===== src/rtl/trees_pkg.sv =====
// trees_pkg: shared defaults, FSM state type and command opcodes for trees_ctrl.
package trees_pkg;

    localparam int DEF_N_TREES = 128;
    localparam int DEF_N_NODES = 256;
    localparam int DEF_N_FEATURE = 32;

    localparam logic OP_LOAD = 1'b0;
    localparam logic OP_RUN = 1'b1;

    typedef enum logic [2:0] {
        S_IDLE,
        S_LOAD_TREES,
        S_LOAD_FEAT,
        S_START,
        S_WAIT_DONE,
        S_RESULT
    } state_e;

endpackage


===== src/rtl/trees_ctrl_addr_gen.sv =====
// trees_ctrl_addr_gen: word counter that splits the load index into tree/node/feature addresses.
// N_TREES and N_NODES are assumed to be powers of two so the index splits by bit slicing.
module trees_ctrl_addr_gen #(
    parameter int N_TREES = 128,
    parameter int N_NODES = 256,
    parameter int N_FEATURE = 32,
    localparam int TW = $clog2(N_TREES),
    localparam int NW = $clog2(N_NODES)
) (
    input  logic          clk,
    input  logic          rst,
    input  logic          clr_i,
    input  logic          adv_i,
    output logic [TW-1:0] n_tree_o,
    output logic [NW-1:0] n_node_o,
    output logic [31:0]   n_feature_o,
    output logic          last_tree_o,
    output logic          last_feat_o
);

    logic [TW+NW-1:0] cnt_q, cnt_d;

    assign cnt_d = clr_i ? '0 : cnt_q + (TW+NW)'(adv_i);

    always_ff @(posedge clk) begin
        if (rst) cnt_q <= '0;
        else cnt_q <= cnt_d;
    end

    assign {n_tree_o, n_node_o} = cnt_q;
    assign n_feature_o = 32'(cnt_q) << 1;
    assign last_tree_o = cnt_q == (TW+NW)'(N_TREES * N_NODES - 1);
    assign last_feat_o = cnt_q == (TW+NW)'(N_FEATURE / 2 - 1);

endmodule


===== src/rtl/trees_ctrl.sv =====
// trees_ctrl: sequences model loads and per-sample inference runs for the trees engine.
// Optional TREES_CTRL_LAT_EN adds res_latency_o (start pulse to captured done, saturating).
module trees_ctrl
    import trees_pkg::*;
#(
    parameter int N_TREES = DEF_N_TREES,
    parameter int N_NODES = DEF_N_NODES,
    parameter int N_FEATURE = DEF_N_FEATURE,
    localparam int TW = $clog2(N_TREES),
    localparam int NW = $clog2(N_NODES)
) (
    input  logic               clk,
    input  logic               rst,
    input  logic               cmd_valid_i,
    output logic               cmd_ready_o,
    input  logic               cmd_op_i,
    input  logic [15:0]        cmd_count_i,
    input  logic               in_valid_i,
    output logic               in_ready_o,
    input  logic [63:0]        in_data_i,
    output logic               load_trees_o,
    output logic [TW-1:0]      n_tree_o,
    output logic [NW-1:0]      n_node_o,
    output logic [63:0]        tree_nodes_o,
    output logic               load_features_o,
    output logic [31:0]        n_feature_o,
    output logic [63:0]        features2_o,
    output logic               start_o,
    input  logic               done_i,
    input  logic signed [31:0] prediction_i,
    output logic               res_valid_o,
    input  logic               res_ready_i,
    output logic signed [31:0] res_data_o,
`ifdef TREES_CTRL_LAT_EN
    output logic [31:0]        res_latency_o,
`endif
    output logic               busy_o
);

    state_e st_q;
    logic [15:0] rem_q;
    logic acc, last_tree, last_feat;
    logic [TW-1:0] g_tree;
    logic [NW-1:0] g_node;
    logic [31:0] g_feat;

    assign acc = in_valid_i && in_ready_o;
    assign cmd_ready_o = st_q == S_IDLE;
    assign in_ready_o = st_q == S_LOAD_TREES || st_q == S_LOAD_FEAT;
    assign res_valid_o = st_q == S_RESULT;
    assign busy_o = st_q != S_IDLE;

    // Counter is held at zero whenever no load is in progress, so every load starts at word 0.
    trees_ctrl_addr_gen #(
        .N_TREES(N_TREES),
        .N_NODES(N_NODES),
        .N_FEATURE(N_FEATURE)
    ) u_addr (
        .clk(clk),
        .rst(rst),
        .clr_i(!in_ready_o),
        .adv_i(acc),
        .n_tree_o(g_tree),
        .n_node_o(g_node),
        .n_feature_o(g_feat),
        .last_tree_o(last_tree),
        .last_feat_o(last_feat)
    );

    always_ff @(posedge clk) begin
        if (rst) begin
            st_q <= S_IDLE;
            rem_q <= '0;
            load_trees_o <= 1'b0;
            load_features_o <= 1'b0;
            start_o <= 1'b0;
            n_tree_o <= '0;
            n_node_o <= '0;
            tree_nodes_o <= '0;
            n_feature_o <= '0;
            features2_o <= '0;
            res_data_o <= '0;
        end else begin
            load_trees_o <= acc && st_q == S_LOAD_TREES;
            load_features_o <= acc && st_q == S_LOAD_FEAT;
            start_o <= st_q == S_START;
            if (acc && st_q == S_LOAD_TREES) begin
                n_tree_o <= g_tree;
                n_node_o <= g_node;
                tree_nodes_o <= in_data_i;
            end
            if (acc && st_q == S_LOAD_FEAT) begin
                n_feature_o <= g_feat;
                features2_o <= in_data_i;
            end
            case (st_q)
                S_IDLE: if (cmd_valid_i) begin
                    rem_q <= cmd_count_i;
                    st_q <= cmd_op_i == OP_LOAD ? S_LOAD_TREES :
                            cmd_count_i != '0 ? S_LOAD_FEAT : S_IDLE;
                end
                S_LOAD_TREES: if (acc && last_tree) st_q <= S_IDLE;
                S_LOAD_FEAT: if (acc && last_feat) st_q <= S_START;
                S_START: st_q <= S_WAIT_DONE;
                S_WAIT_DONE: if (done_i) begin
                    res_data_o <= prediction_i;
                    st_q <= S_RESULT;
                end
                S_RESULT: if (res_ready_i) begin
                    rem_q <= rem_q - 16'd1;
                    st_q <= rem_q == 16'd1 ? S_IDLE : S_LOAD_FEAT;
                end
                default: st_q <= S_IDLE;
            endcase
        end
    end

`ifdef TREES_CTRL_LAT_EN
    logic [31:0] lat_q;

    // lat_q reads 0 in the cycle the start pulse is visible.
    always_ff @(posedge clk) begin
        if (rst) begin
            lat_q <= '0;
            res_latency_o <= '0;
        end else begin
            lat_q <= st_q == S_START ? '0 :
                     st_q == S_WAIT_DONE && lat_q != '1 ? lat_q + 32'd1 : lat_q;
            if (st_q == S_WAIT_DONE && done_i) res_latency_o <= lat_q;
        end
    end
`endif

endmodule


===== config.mk =====
export PLATFORM = sky130hd
export DESIGN_NAME = trees_ctrl
export DESIGN_NICKNAME = d
export VERILOG_FILES = /design/src/rtl/trees_pkg.sv /design/src/rtl/trees_ctrl_addr_gen.sv /design/src/rtl/trees_ctrl.sv
export SDC_FILE = /design/constraint.sdc
export NUM_CORES = 1
export LEC_CHECK = 0
export BUFFER_PORTS_ARGS = -buffer_cell sky130_fd_sc_hd__buf_2
export CAP_MARGIN = 10
export CORE_ASPECT_RATIO = 0.6
export CORE_MARGIN = 2
export CORE_UTILIZATION = 53
export DETAILED_ROUTE_END_ITERATION = 10
export PLACE_DENSITY = 0.86
export SYNTH_ARGS = -nofsm -noshare
export SYNTH_HDL_FRONTEND = slang
export SYNTH_SLANG_ARGS = --single-unit

===== constraint.sdc =====
create_clock -name clk -period 6.4 [get_ports clk]
set_input_delay 0.64 -clock clk [delete_from_list [all_inputs] [get_ports clk]]
set_output_delay 0.64 -clock clk [all_outputs]
set_load 0.05 [all_outputs]

==> qor.yml, run 1 <==
global_route:
  grt_max_degree: 143
  grt_overflow: 0
  first_global_vias: 7361
  grt_util_all_layers: 0.2651
  grt_pass1_wl_microns: 37400
  grt_antenna_before_repair: 0
place:
  port_buffers: 315
  gp_congestion: 0.8596
  place_hpwl_microns: 16890
logic_synthesis:
  syn_avg_cell_area_sq_um: 7.828
  ys_types: 52
  syn-instance-count: 1108
  syn_area_sq_um: 8673
  synthFlopType: "dfxtp_1"
  synth_top_area_share: 0.5239
  yosysSeqAreaShare: 0.5239
  ys_top_cells_by_count: "nand2_1, dfxtp_1, a21oi_1"
  yosys.area.top_type: "dfxtp_1"
  yosysMostFrequentCell: "nand2_1"
  synth-edff-count: 0
  ys_ff_latch: 227
  synth_area_leaders: "dfxtp_1, nand2_1, a21oi_1"
  async_flop_share: 0
  yosysWarnings: 0
pwr:
  p_per_area_nw_per_um2: 381.3
  power_leakage_nw: 4.673
  ir_worst_vdd_mv: 0.2876
layout:
  finish.utilization: 0.6825
  area_growth_syn_to_layout_pct: 26.89
  fin_nets: 1493
  layout-drive-gt1-share: 0.2682
  num_antenna_cells: 0
  n_fill_cell: 1311
  regArea_sq_um: 4544
  multi_input_area_sq_um: 3790
floorplanning:
  rows: 36
  design.die.area_sq_um: 17440
  die_w_microns: 169.2
  num_io_pins: 333
  core-area_sq_um: 16130
  die_height_microns: 103.1
  start_util: 0.5379
timing:
  fin_crit_ns: 3.642
  rsz0062_at_grt: "false"
  setup_tns_ns: 0
  tightest_slew_ns: 1.033
  hold_viol: 0
  finalClockSkew_ns: 0.008500
  min_period_over_period: 0.5691
  drv_slew: 0
  setup_viol: 0
  slew-limit-headroom: 0.3113
  max_clock_freq_mhz: 274.5
setup_path:
  end_kind: "primary output"
  setup.worst_path.start_class: "flop"
  crit_arrival_ns: 3.00
  crit_type: "reg2out"
  required_ns: 5.76
  cp_max_fo: 24
cts:
  post-cts-setup-buffer-count: 0
  cts_buffers: 22
  clk_pin_slew_ns: 0.07
  cts_num_sinks: 227
  cts_hold_buf: 0
  cts_root_buffer: "clkbuf_16"
  clock_path_buffers: 3
  postCtsResizedCells: 0
  clkLatencyLatePin_ns: 0.49
  cts_tree: "done"
  cts.htree.levels: 1
route:
  post_drt_wl_per_cell_microns: 15.66
  viasPerCell: 5.346
  drt-initial-drc-count: 650
  drtPass1Iterations: 5
  ant_nets: 0
  drcViolationCount: 0
  wirelength_microns: 25000
  via_count: 8533
status:
  status: "completed"
job:
  cap_viol_max_count: 0
hold_path:
  min_path_type: "in2reg"
[where the power goes]
| group | switching (mW) | internal (mW) |
|---|---|---|
| clock network | 0.550 | 0.800 |
| logic | 0.899 | 0.288 |
| registers | 0.115 | 1.54 |
[state kept, by name, indices dropped and copies added (netlist names)]
name and flops:
features2_o 64, tree_nodes_o 64, res_data_o 32, rem_q 16
n_feature_o 15, u_addr.cnt_q 15, n_node_o 8, n_tree_o 7
st_q 3, load_features_o 1, load_trees_o 1, start_o 1
[layer usage]
metal	vias to the layer above	track usage	part of all wire
li1	4164	-	-
met2	360	0.4374	0.46
met5	-	0	0
met1	3963	0.3412	0.42
met3	46	0.07831	0.089
met4	0	0.08021	0.024
[cells in the final DEF (no fill, tap or decap), types with 5 or more instances in the layout]
cell type / netlist / layout
or3_1: 6 / 6
buf_2: 3 / 314
dfxtp_1: 227 / 227
nor4_1: 9 / 9
conb_1: 1 / 17
a21oi_1: 206 / 206
inv_1: 6 / 6
nand2_1: 395 / 394
clkbuf_8: 0 / 5
nor3_1: 9 / 9
nand4_1: 11 / 11
and3_1: 5 / 5
o21ai_0: 12 / 12
nor2_1: 37 / 37
clkbuf_16: 0 / 23
a211oi_1: 8 / 8
xor2_1: 9 / 9
buf_4: 17 / 5
nand3_1: 7 / 6
[cells by family (layout without fill, tap and decap cells)]
logic type | count (synthesis) | count (layout) | synth area share
simple gates | 509 | 509 | 0.2471
flops | 227 | 227 | 0.5239
xor+xnor | 13 | 13 | 0.01313
buf+inv | 103 | 366 | 0.05236
other cells | 1 | 17 | 0.0004324
fa+ha+maj | 3 | 3 | 0.004328
compound gates | 252 | 252 | 0.1587
[worst max-delay path, stage by stage (launching register included)]
cell and delay, ns:
dfxtp_1 0.71, nand3b_1 0.75, inv_1 0.67, buf_2 0.37
[final timing paths]
kind	startpoint	end	slack (ns)	cells past startpoint
max	st_q[2]	res_valid_o	2.76	3
min	prediction_i[6]	res_data_o[6]	0.38	3
max reg2reg	st_q[1]	u_addr.cnt_q[10]	2.88	8
min reg2reg	tree_nodes_o[53]	tree_nodes_o[53]	0.45	2
[metrics by stage]
step / hold WS (ns) / power (mW) / std cells / instance area (sq um) / worst slack, ns
detailed placement: 0.4430 / 2.867 / 1556 / 10240 / 2.890
floorplan: 0.4611 / 2.567 / 1124 / 8733 / 3.352
global route: 0.3698 / 4.371 / 1596 / 11010 / 2.598
finish: 0.3793 / 4.197 / 1596 / 11010 / 2.758
CTS: 0.3702 / 4.210 / 1596 / 11010 / 2.847
global placement: 0.4383 / 2.840 / 1556 / 10240 / 2.995
[final cells by class]
| class | instances | share of cell area |
|---|---|---|
| Clock buffer | 30 | 0.05923 |
| Multi-Input combinational cell | 794 | 0.3444 |
| Tap cell | 209 | 0.02376 |
| Sequential cell | 227 | 0.4129 |
| Timing Repair Buffer | 320 | 0.1472 |
| Inverter | 6 | 0.002046 |
| Clock inverter | 10 | 0.01046 |
Power figures use the tool's default switching activity.
==> inputs of run 2 (changes only) <==
--- a/config.mk
+++ b/config.mk
@@ -5,13 +5,14 @@
 export SDC_FILE = /design/constraint.sdc
 export NUM_CORES = 1
 export LEC_CHECK = 0
+export ABC_AREA = 1
 export BUFFER_PORTS_ARGS = -buffer_cell sky130_fd_sc_hd__buf_2
 export CAP_MARGIN = 10
 export CORE_ASPECT_RATIO = 0.6
 export CORE_MARGIN = 2
-export CORE_UTILIZATION = 53
+export CORE_UTILIZATION = 50
 export DETAILED_ROUTE_END_ITERATION = 10
-export PLACE_DENSITY = 0.86
+export PLACE_DENSITY = 0.8
 export SYNTH_ARGS = -nofsm -noshare
 export SYNTH_HDL_FRONTEND = slang
 export SYNTH_SLANG_ARGS = --single-unit
==> constraint.sdc (replaced) <==
create_clock -name clk -period 3.8 [get_ports clk]
set_input_delay 0.38 -clock clk [delete_from_list [all_inputs] [get_ports clk]]
set_output_delay 0.38 -clock clk [all_outputs]
set_load 0.05 [all_outputs]
==> run 2 against run 1 <==
Effect of this change: synthesized cell count increased by 11%; final area increased by 3.4%; clock skew decreased by 0.00095 ns; combinational power increased by 150%; critical path type is now reg2reg; sequential cell count unchanged; global-route usage increased by 0.089 points; highest routed layer unchanged; sequential share of layout area decreased by 1.4 points; non-clock buffer count increased by 5; count of clock-buffer cells in the layout decreased by 3; clock power increased by 64%; register-to-register slack got worse by 1.6 ns.
==> qor.yml, run 2 <==
pwr:
  power_leakage_nw: 5.248  # was 4.673 nW
  p_per_area_nw_per_um2: 710.3  # was 381.3 nW/um^2
  finalPower_mw: 8.083  # was 4.197 mW
  ir_worst_vdd_mv: 0.3415  # was 0.2876 mV
logic_synthesis:
  ys_types: 38  # was 52
  syn_avg_cell_area_sq_um: 7.452  # was 7.828 sq um
  ys_top_cells_by_count: "nand2_1, dfxtp_1, nor2_1"  # was nand2_1, dfxtp_1, a21oi_1
  syn_area_sq_um: 9196  # was 8673 sq um
  yosysSeqAreaShare: 0.4941  # was 0.5239
  synth_area_leaders: "dfxtp_1, nand2_1, a21oi_1"  # unchanged
  syn-instance-count: 1234  # was 1108
  synth-edff-count: 0  # unchanged
  synth_top_area_share: 0.4941  # was 0.5239
  async_flop_share: 0  # unchanged
  yosysWarnings: 0  # unchanged
  ys_ff_latch: 227  # unchanged
  yosys.area.top_type: "dfxtp_1"  # unchanged
  synthFlopType: "dfxtp_1"  # unchanged
  yosysMostFrequentCell: "nand2_1"  # unchanged
setup_path:
  cp_max_fo: 5  # was 24
  cp_num_buf_inv: 2  # unchanged
  crit_arrival_ns: 2.91  # was 3.00 ns
  end_kind: "flop"  # was primary output
  crit_top_cell: "nand2_1"
  r2r_slack_ns: 1.29  # was 2.88 ns
  crit_type: "reg2reg"  # was reg2out
  slowest_stage: "dfxtp_1"  # was nand3b_1
  critPathTopFamily: "simple AND/OR/NAND/NOR gates"  # was buffers and inverters
  crit_path_max_incr_delay_ns: 0.48  # was 0.75 ns
  setup.worst_path.start_class: "flop"  # unchanged
  required_ns: 4.20  # was 5.76 ns
  cp_cell_sequence: "inv_2, nor2_2, nand2_2, nand2_4, nand2_1, nor2_2, ha_1, nand2_1, inv_1, nand2_1, nor2_1, nand2_1, nor2_1, nand3_1, a21oi_1"  # was nand3b_1, inv_1, buf_2
global_route:
  grt_pass1_wl_microns: 41940  # was 37400 microns
  grt_max_degree: 93  # was 143
  grt_antenna_before_repair: 1  # was 0
  grt_overflow: 0  # unchanged
  grt_util_all_layers: 0.2660  # was 0.2651
  first_global_vias: 8057  # was 7361
cts:
  post-cts-setup-buffer-count: 0  # unchanged
  cts_hold_buf: 0  # unchanged
  postCtsResizedCells: 0  # unchanged
  cts_tree: "done"  # unchanged
  cts_num_sinks: 227  # unchanged
  cts_buffers: 21  # was 22
  cts.htree.levels: 1  # unchanged
  cts_root_buffer: "clkbuf_16"  # unchanged
  clock_path_buffers: 3  # unchanged
  clkLatencyLatePin_ns: 0.49  # about the same
  clk_pin_slew_ns: 0.07  # about the same
floorplanning:
  die_height_microns: 109.1  # was 103.1 microns
  rows: 38  # was 36
  die_w_microns: 179.1  # was 169.2 microns
  core-area_sq_um: 18020  # was 16130 sq um
  start_util: 0.5103  # was 0.5379
  design.die.area_sq_um: 19530  # was 17440 sq um
  num_io_pins: 333  # unchanged
route:
  ant_nets: 0  # unchanged
  post_drt_wl_per_cell_microns: 15.72  # was 15.66 microns
  wirelength_microns: 27580  # was 25000 microns
  drt-initial-drc-count: 882  # was 650
  viasPerCell: 5.270  # was 5.346
  via_count: 9243  # was 8533
  drcViolationCount: 0  # unchanged
  drtPass1Iterations: 6  # was 5
layout:
  layout-drive-gt1-share: 0.2591  # was 0.2682
  n_fill_cell: 1611  # was 1311
  final_cell_mix: "buf_2, nand2_1, dfxtp_1"  # was nand2_1, buf_2, dfxtp_1
  reg.largest.list: "features2_o: 64 flops, tree_nodes_o: 64 flops, res_data_o: 32 flops"  # unchanged
  area_growth_syn_to_layout_pct: 23.74  # was 26.89%
  final_common_cell: "buf_2"  # was nand2_1
  fin_nets: 1621  # was 1493
timing:
  hold_viol: 0  # unchanged
  worst_slack_ns: 1.287  # was 2.758 ns
  drv_slew: 0  # unchanged
  finalClockSkew_ns: 0.007555  # was 0.008500 ns
  max_clock_freq_mhz: 397.9
  setup_viol: 0  # unchanged
  slew-limit-headroom: 0.3369  # was 0.3113
  tightest_slew_ns: 0.9923  # was 1.033 ns
  fin_crit_ns: 2.513
  rsz0062_at_grt: "false"  # unchanged
  min_period_over_period: 0.6613
  setup_tns_ns: 0  # unchanged
hold_path:
  min_path_type: "in2reg"  # unchanged
place:
  gp_congestion: 0.9435  # was 0.8596
  place_hpwl_microns: 18740  # was 16890 microns
  port_buffers: 315  # unchanged
  pre_cts_ws_ns: 1.456  # was 2.890 ns
status:
  status: "completed"  # unchanged
job:
  cap_viol_max_count: 0  # unchanged
run 2: stage by stage:
| step | cells | hold slack [ns] | util | instance area [sq um] |
|---|---|---|---|---|
| after floorplan | 1250 | 0.4525 | - | 9256 |
| after global placement | 1716 | 0.4447 | 0.5912 | 10650 |
| after detailed placement | 1716 | 0.4501 | 0.5912 | 10650 |
| after CTS | 1753 | 0.1181 | 0.6314 | 11380 |
| after global routing | 1753 | 0.1309 | 0.6314 | 11380 |
| final | 1754 | 0.1341 | 0.6315 | 11380 |
run 2: worst paths after layout:
path	to	cells after the start	startpoint
hold reg to reg	features2_o[3]	2	features2_o[3]
setup / recovery	u_addr.cnt_q[14]	15	st_q[0]
setup reg to reg	u_addr.cnt_q[14]	15	st_q[0]
hold / removal	tree_nodes_o[32]	3	in_data_i[32]
run 2: cell type report:
type,instances,area (sq um),share of cell area
Clock buffer,27,588.1,0.05168
Antenna cell,1,2.502,0.0002199
Timing Repair Buffer,325,1654,0.1454
Sequential cell,227,4544,0.3993
Multi-Input combinational cell,877,3970,0.3489
Tap cell,240,300.3,0.02639
Inverter,47,183.9,0.01616
Clock inverter,10,136.4,0.01198
run 2: layer usage:
layer | up-vias | track usage | share of wire | wire, microns
li1 | 4548 | - | - | -
met2 | 407 | 0.4162 | 0.46 | 12590
met1 | 4239 | 0.3751 | 0.44 | 12030
met5 | - | 0 | 0 | 0
met4 | 0 | 0.07201 | 0.022 | 598
met3 | 49 | 0.05300 | 0.085 | 2357
run 2: worst min-delay path: cells and delay by family:
| family | cells | cell delay [ns] |
|---|---|---|
| AND/OR/NAND/NOR | 2 | 0.12 |
| buffers and inverters | 1 | 0.09 |
run 2: kinds of logic (layout without fill, tap and decap cells):
logic type	Yosys count	count (layout)	share of synthesized area
xor+xnor	1	1	0.0009526
buf+inv	146	409	0.08068
other cells	1	18	0.0004078
simple gates	600	600	0.2774
compound gates	256	256	0.1423
fa+ha+maj	3	3	0.004082
flops	227	227	0.4941
run 2: where the power goes:
| group | internal [mW] | leakage [nW] | switching (mW) | total (mW) |
|---|---|---|---|---|
| clock network | 1.30 | 0.360 | 0.905 | 2.21 |
| registers | 2.70 | 1.84 | 0.213 | 2.92 |
| logic | 0.690 | 3.05 | 2.27 | 2.96 |
==> inputs of run 3 (changes only) <==
--- a/config.mk
+++ b/config.mk
@@ -10,9 +10,9 @@
 export CAP_MARGIN = 10
 export CORE_ASPECT_RATIO = 0.6
 export CORE_MARGIN = 2
-export CORE_UTILIZATION = 50
+export CORE_UTILIZATION = 45
 export DETAILED_ROUTE_END_ITERATION = 10
-export PLACE_DENSITY = 0.8
+export PLACE_DENSITY = 0.76
 export SYNTH_ARGS = -nofsm -noshare
 export SYNTH_HDL_FRONTEND = slang
 export SYNTH_SLANG_ARGS = --single-unit
==> constraint.sdc (replaced) <==
create_clock -name clk -period 2.1 [get_ports clk]
set_input_delay 0.21 -clock clk [delete_from_list [all_inputs] [get_ports clk]]
set_output_delay 0.21 -clock clk [all_outputs]
set_load 0.05 [all_outputs]
==> run 3 against run 2 <==
Effect of this change: sequential share of layout area shrank 4.1 points; final area grew 12%; setup slack lost 1.2 ns; die area grew 11%; core utilization grew 0.26 points; largest cell class unchanged; clock power grew 85%; register-to-register slack lost 1.2 ns; cell count grew 8.3%; count of clock-buffer cells in the layout grew 4; non-clock buffer count grew 110; first-iteration DRC count grew 3.3%; power grew 87%.
==> qor.yml, run 3 (same netlist as run 2, synthesis figures left out) <==
status:
  status: "completed"  # unchanged
setup_path:
  cp_cell_sequence: "buf_4, nand3_4, clkinv_4, buf_4, buf_2"  # was inv_2, nor2_2, nand2_2, nand2_4, nand2_1, nor2_2, ha_1, nand2_1, inv_1, nand2_1, nor2_1, nand2_1, nor2_1, nand3_1, a21oi_1
  slowest_stage: "dfxtp_2"  # was dfxtp_1
  crit_type: "reg2out"  # was reg2reg
  cp_max_fo: 17  # was 5
  crit_path_max_incr_delay_ns: 0.40  # was 0.48 ns
  end_kind: "primary output"  # was flop
  setup.worst_path.start_class: "flop"  # unchanged
  required_ns: 1.89  # was 4.20 ns
  crit_arrival_ns: 1.81  # was 2.91 ns
  crit_top_cell: "buf_4"  # was nand2_1
layout:
  final_cells: 1899  # was 1754
  fin_nets: 1732  # was 1621
  finish.utilization: 0.6341  # was 0.6315
  design_area_sq_um: 12690  # was 11380 sq um
  final_common_cell: "buf_2"  # unchanged
  reg.largest.list: "features2_o: 64 flops, tree_nodes_o: 64 flops, res_data_o: 32 flops"  # unchanged
  layout-drive-gt1-share: 0.2628  # was 0.2591
  area_growth_syn_to_layout_pct: 38.04  # was 23.74%
  final_cell_mix: "buf_2, nand2_1, dfxtp_1"  # unchanged
place:
  dpl-instance-area_sq_um: 10900  # was 10650 sq um
  port_buffers: 315  # unchanged
  gp_congestion: 0.9074  # was 0.9435
  place_hpwl_microns: 19040  # was 18740 microns
  dp_cells: 1762  # was 1716
route:
  drcViolationCount: 0  # unchanged
  ant_nets: 0  # unchanged
  wl_met2_microns: 13390  # was 12590 microns
  post_drt_wl_per_cell_microns: 15.72  # about the same
  wirelength_microns: 29860  # was 27580 microns
  drtPass1Iterations: 6  # unchanged
  viasPerCell: 5.137  # was 5.270
  wl_met3_microns: 2247  # was 2357 microns
  wl_met1_microns: 13310  # was 12030 microns
  via_count: 9755  # was 9243
  highest_layer: "met4"  # unchanged
  drt-initial-drc-count: 911  # was 882
global_route:
  grt_max_degree: 93  # unchanged
  grt_antenna_before_repair: 0  # was 1
  grt_overflow: 0  # unchanged
  first_global_vias: 8835  # was 8057
  grt_pass1_wl_microns: 46010  # was 41940 microns
  grt_util_all_layers: 0.2587  # was 0.2660
cts:
  clkLatencyLatePin_ns: 0.49  # about the same
  cts_tree: "done"  # unchanged
  clk_pin_slew_ns: 0.07  # about the same
  cts_buffers: 22  # was 21
  cts.htree.levels: 1  # unchanged
  cts_num_sinks: 227  # unchanged
  clock_path_buffers: 3  # unchanged
  cts_root_buffer: "clkbuf_16"  # unchanged
pwr:
  ir_worst_vdd_mv: 0.6053  # was 0.3415 mV
  p_per_area_nw_per_um2: 1194  # was 710.3 nW/um^2
  power_leakage_nw: 5.793  # was 5.248 nW
timing:
  setup_viol: 0  # unchanged
  slew-limit-headroom: 0.6016  # was 0.3369
  max_clock_freq_mhz: 495.8
  finalClockSkew_ns: 0.008133  # was 0.007555 ns
  hold_viol: 0  # unchanged
  setup_tns_ns: 0  # unchanged
  min_period_over_period: 0.9604
  fin_crit_ns: 2.017
  drv_slew: 0  # unchanged
  tightest_slew_ns: 0.5976  # was 0.9923 ns
floorplanning:
  num_io_pins: 333  # unchanged
  core-area_sq_um: 20020  # was 18020 sq um
  die_height_microns: 114.7  # was 109.1 microns
  design.die.area_sq_um: 21630  # was 19530 sq um
  rows: 40  # was 38
  die_w_microns: 188.6  # was 179.1 microns
  start_util: 0.4594  # was 0.5103
hold_path:
  min_path_type: "in2reg"  # unchanged
job:
  cap_viol_max_count: 0  # unchanged
run 3: changes by cell type in the layout (fill, tap and decap cells not counted), sizes merged:
cell         delta
clkbuf          +4
clkinvlp        +1
buf            +18
clkinv          -1
dlygate4sd3    +92
bufinv          -2
run 3: cell type report:
class / instances / area (sq um)
diodes: 1 / 2.502
clock buffers: 31 / 685.7
fillers: 1709 / 7325
repair buffers: 435 / 2810
multi-input cells: 877 / 4044
flip-flops and latches: 227 / 4549
clock inverters: 8 / 75.07
well taps: 273 / 341.6
inverters: 47 / 186.4
run 3: worst max-delay path: cells and delay by family, from the launching register on:
kind,cells,cell delay [ns]
AND/OR/NAND/NOR,1,0.16
flip-flops,1,0.40
buffers and inverters,4,0.75
run 3: metal layers:
metal  vias to the layer above  track usage
met1                      4465       0.3587
li1                       4763            -
met4                         0      0.08542
met3                        67      0.04365
met2                       460       0.4140
met5                         -            0
run 3: repair_timing:
action	CTS	global route
cloned	0	0
resized for setup	0	22
hold buffers	92	0
pin swaps	1	7
endpoints found under the setup margin	1	5
buffers inserted	0	5
endpoints found under the hold margin	139	0
run 3: through the flow:
stage / total power, mW / hold slack, ns / setup slack (ns)
global placement: 10.81 / 0.4458 / 0.09489
finish: 15.15 / 0.02021 / 0.08309
detailed placement: 10.89 / 0.4506 / 0.004200
CTS: 15.10 / 0.001051 / 0.002930
floorplan: 9.566 / 0.3449 / 0.03050
global route: 15.93 / 0.02891 / -0.008918
run 3: power by group:
group	total [mW]	internal (mW)	leakage (nW)	switching (mW)
logic	5.80	1.56	3.57	4.24
clock network	4.08	2.40	0.379	1.67
registers	5.27	4.90	1.84	0.376
total	15.2	8.86	5.79	6.29
run 3: path summary, 6_finish.rpt:
check	start	end	slack (ns)	depth (start not counted)
max	st_q[2]	res_valid_o	0.08	5
min	prediction_i[7]	res_data_o[7]	0.02	3
max reg2reg	st_q[0]	u_addr.cnt_q[8]	0.11	16
min reg2reg	n_feature_o[5]	n_feature_o[5]	0.46	2
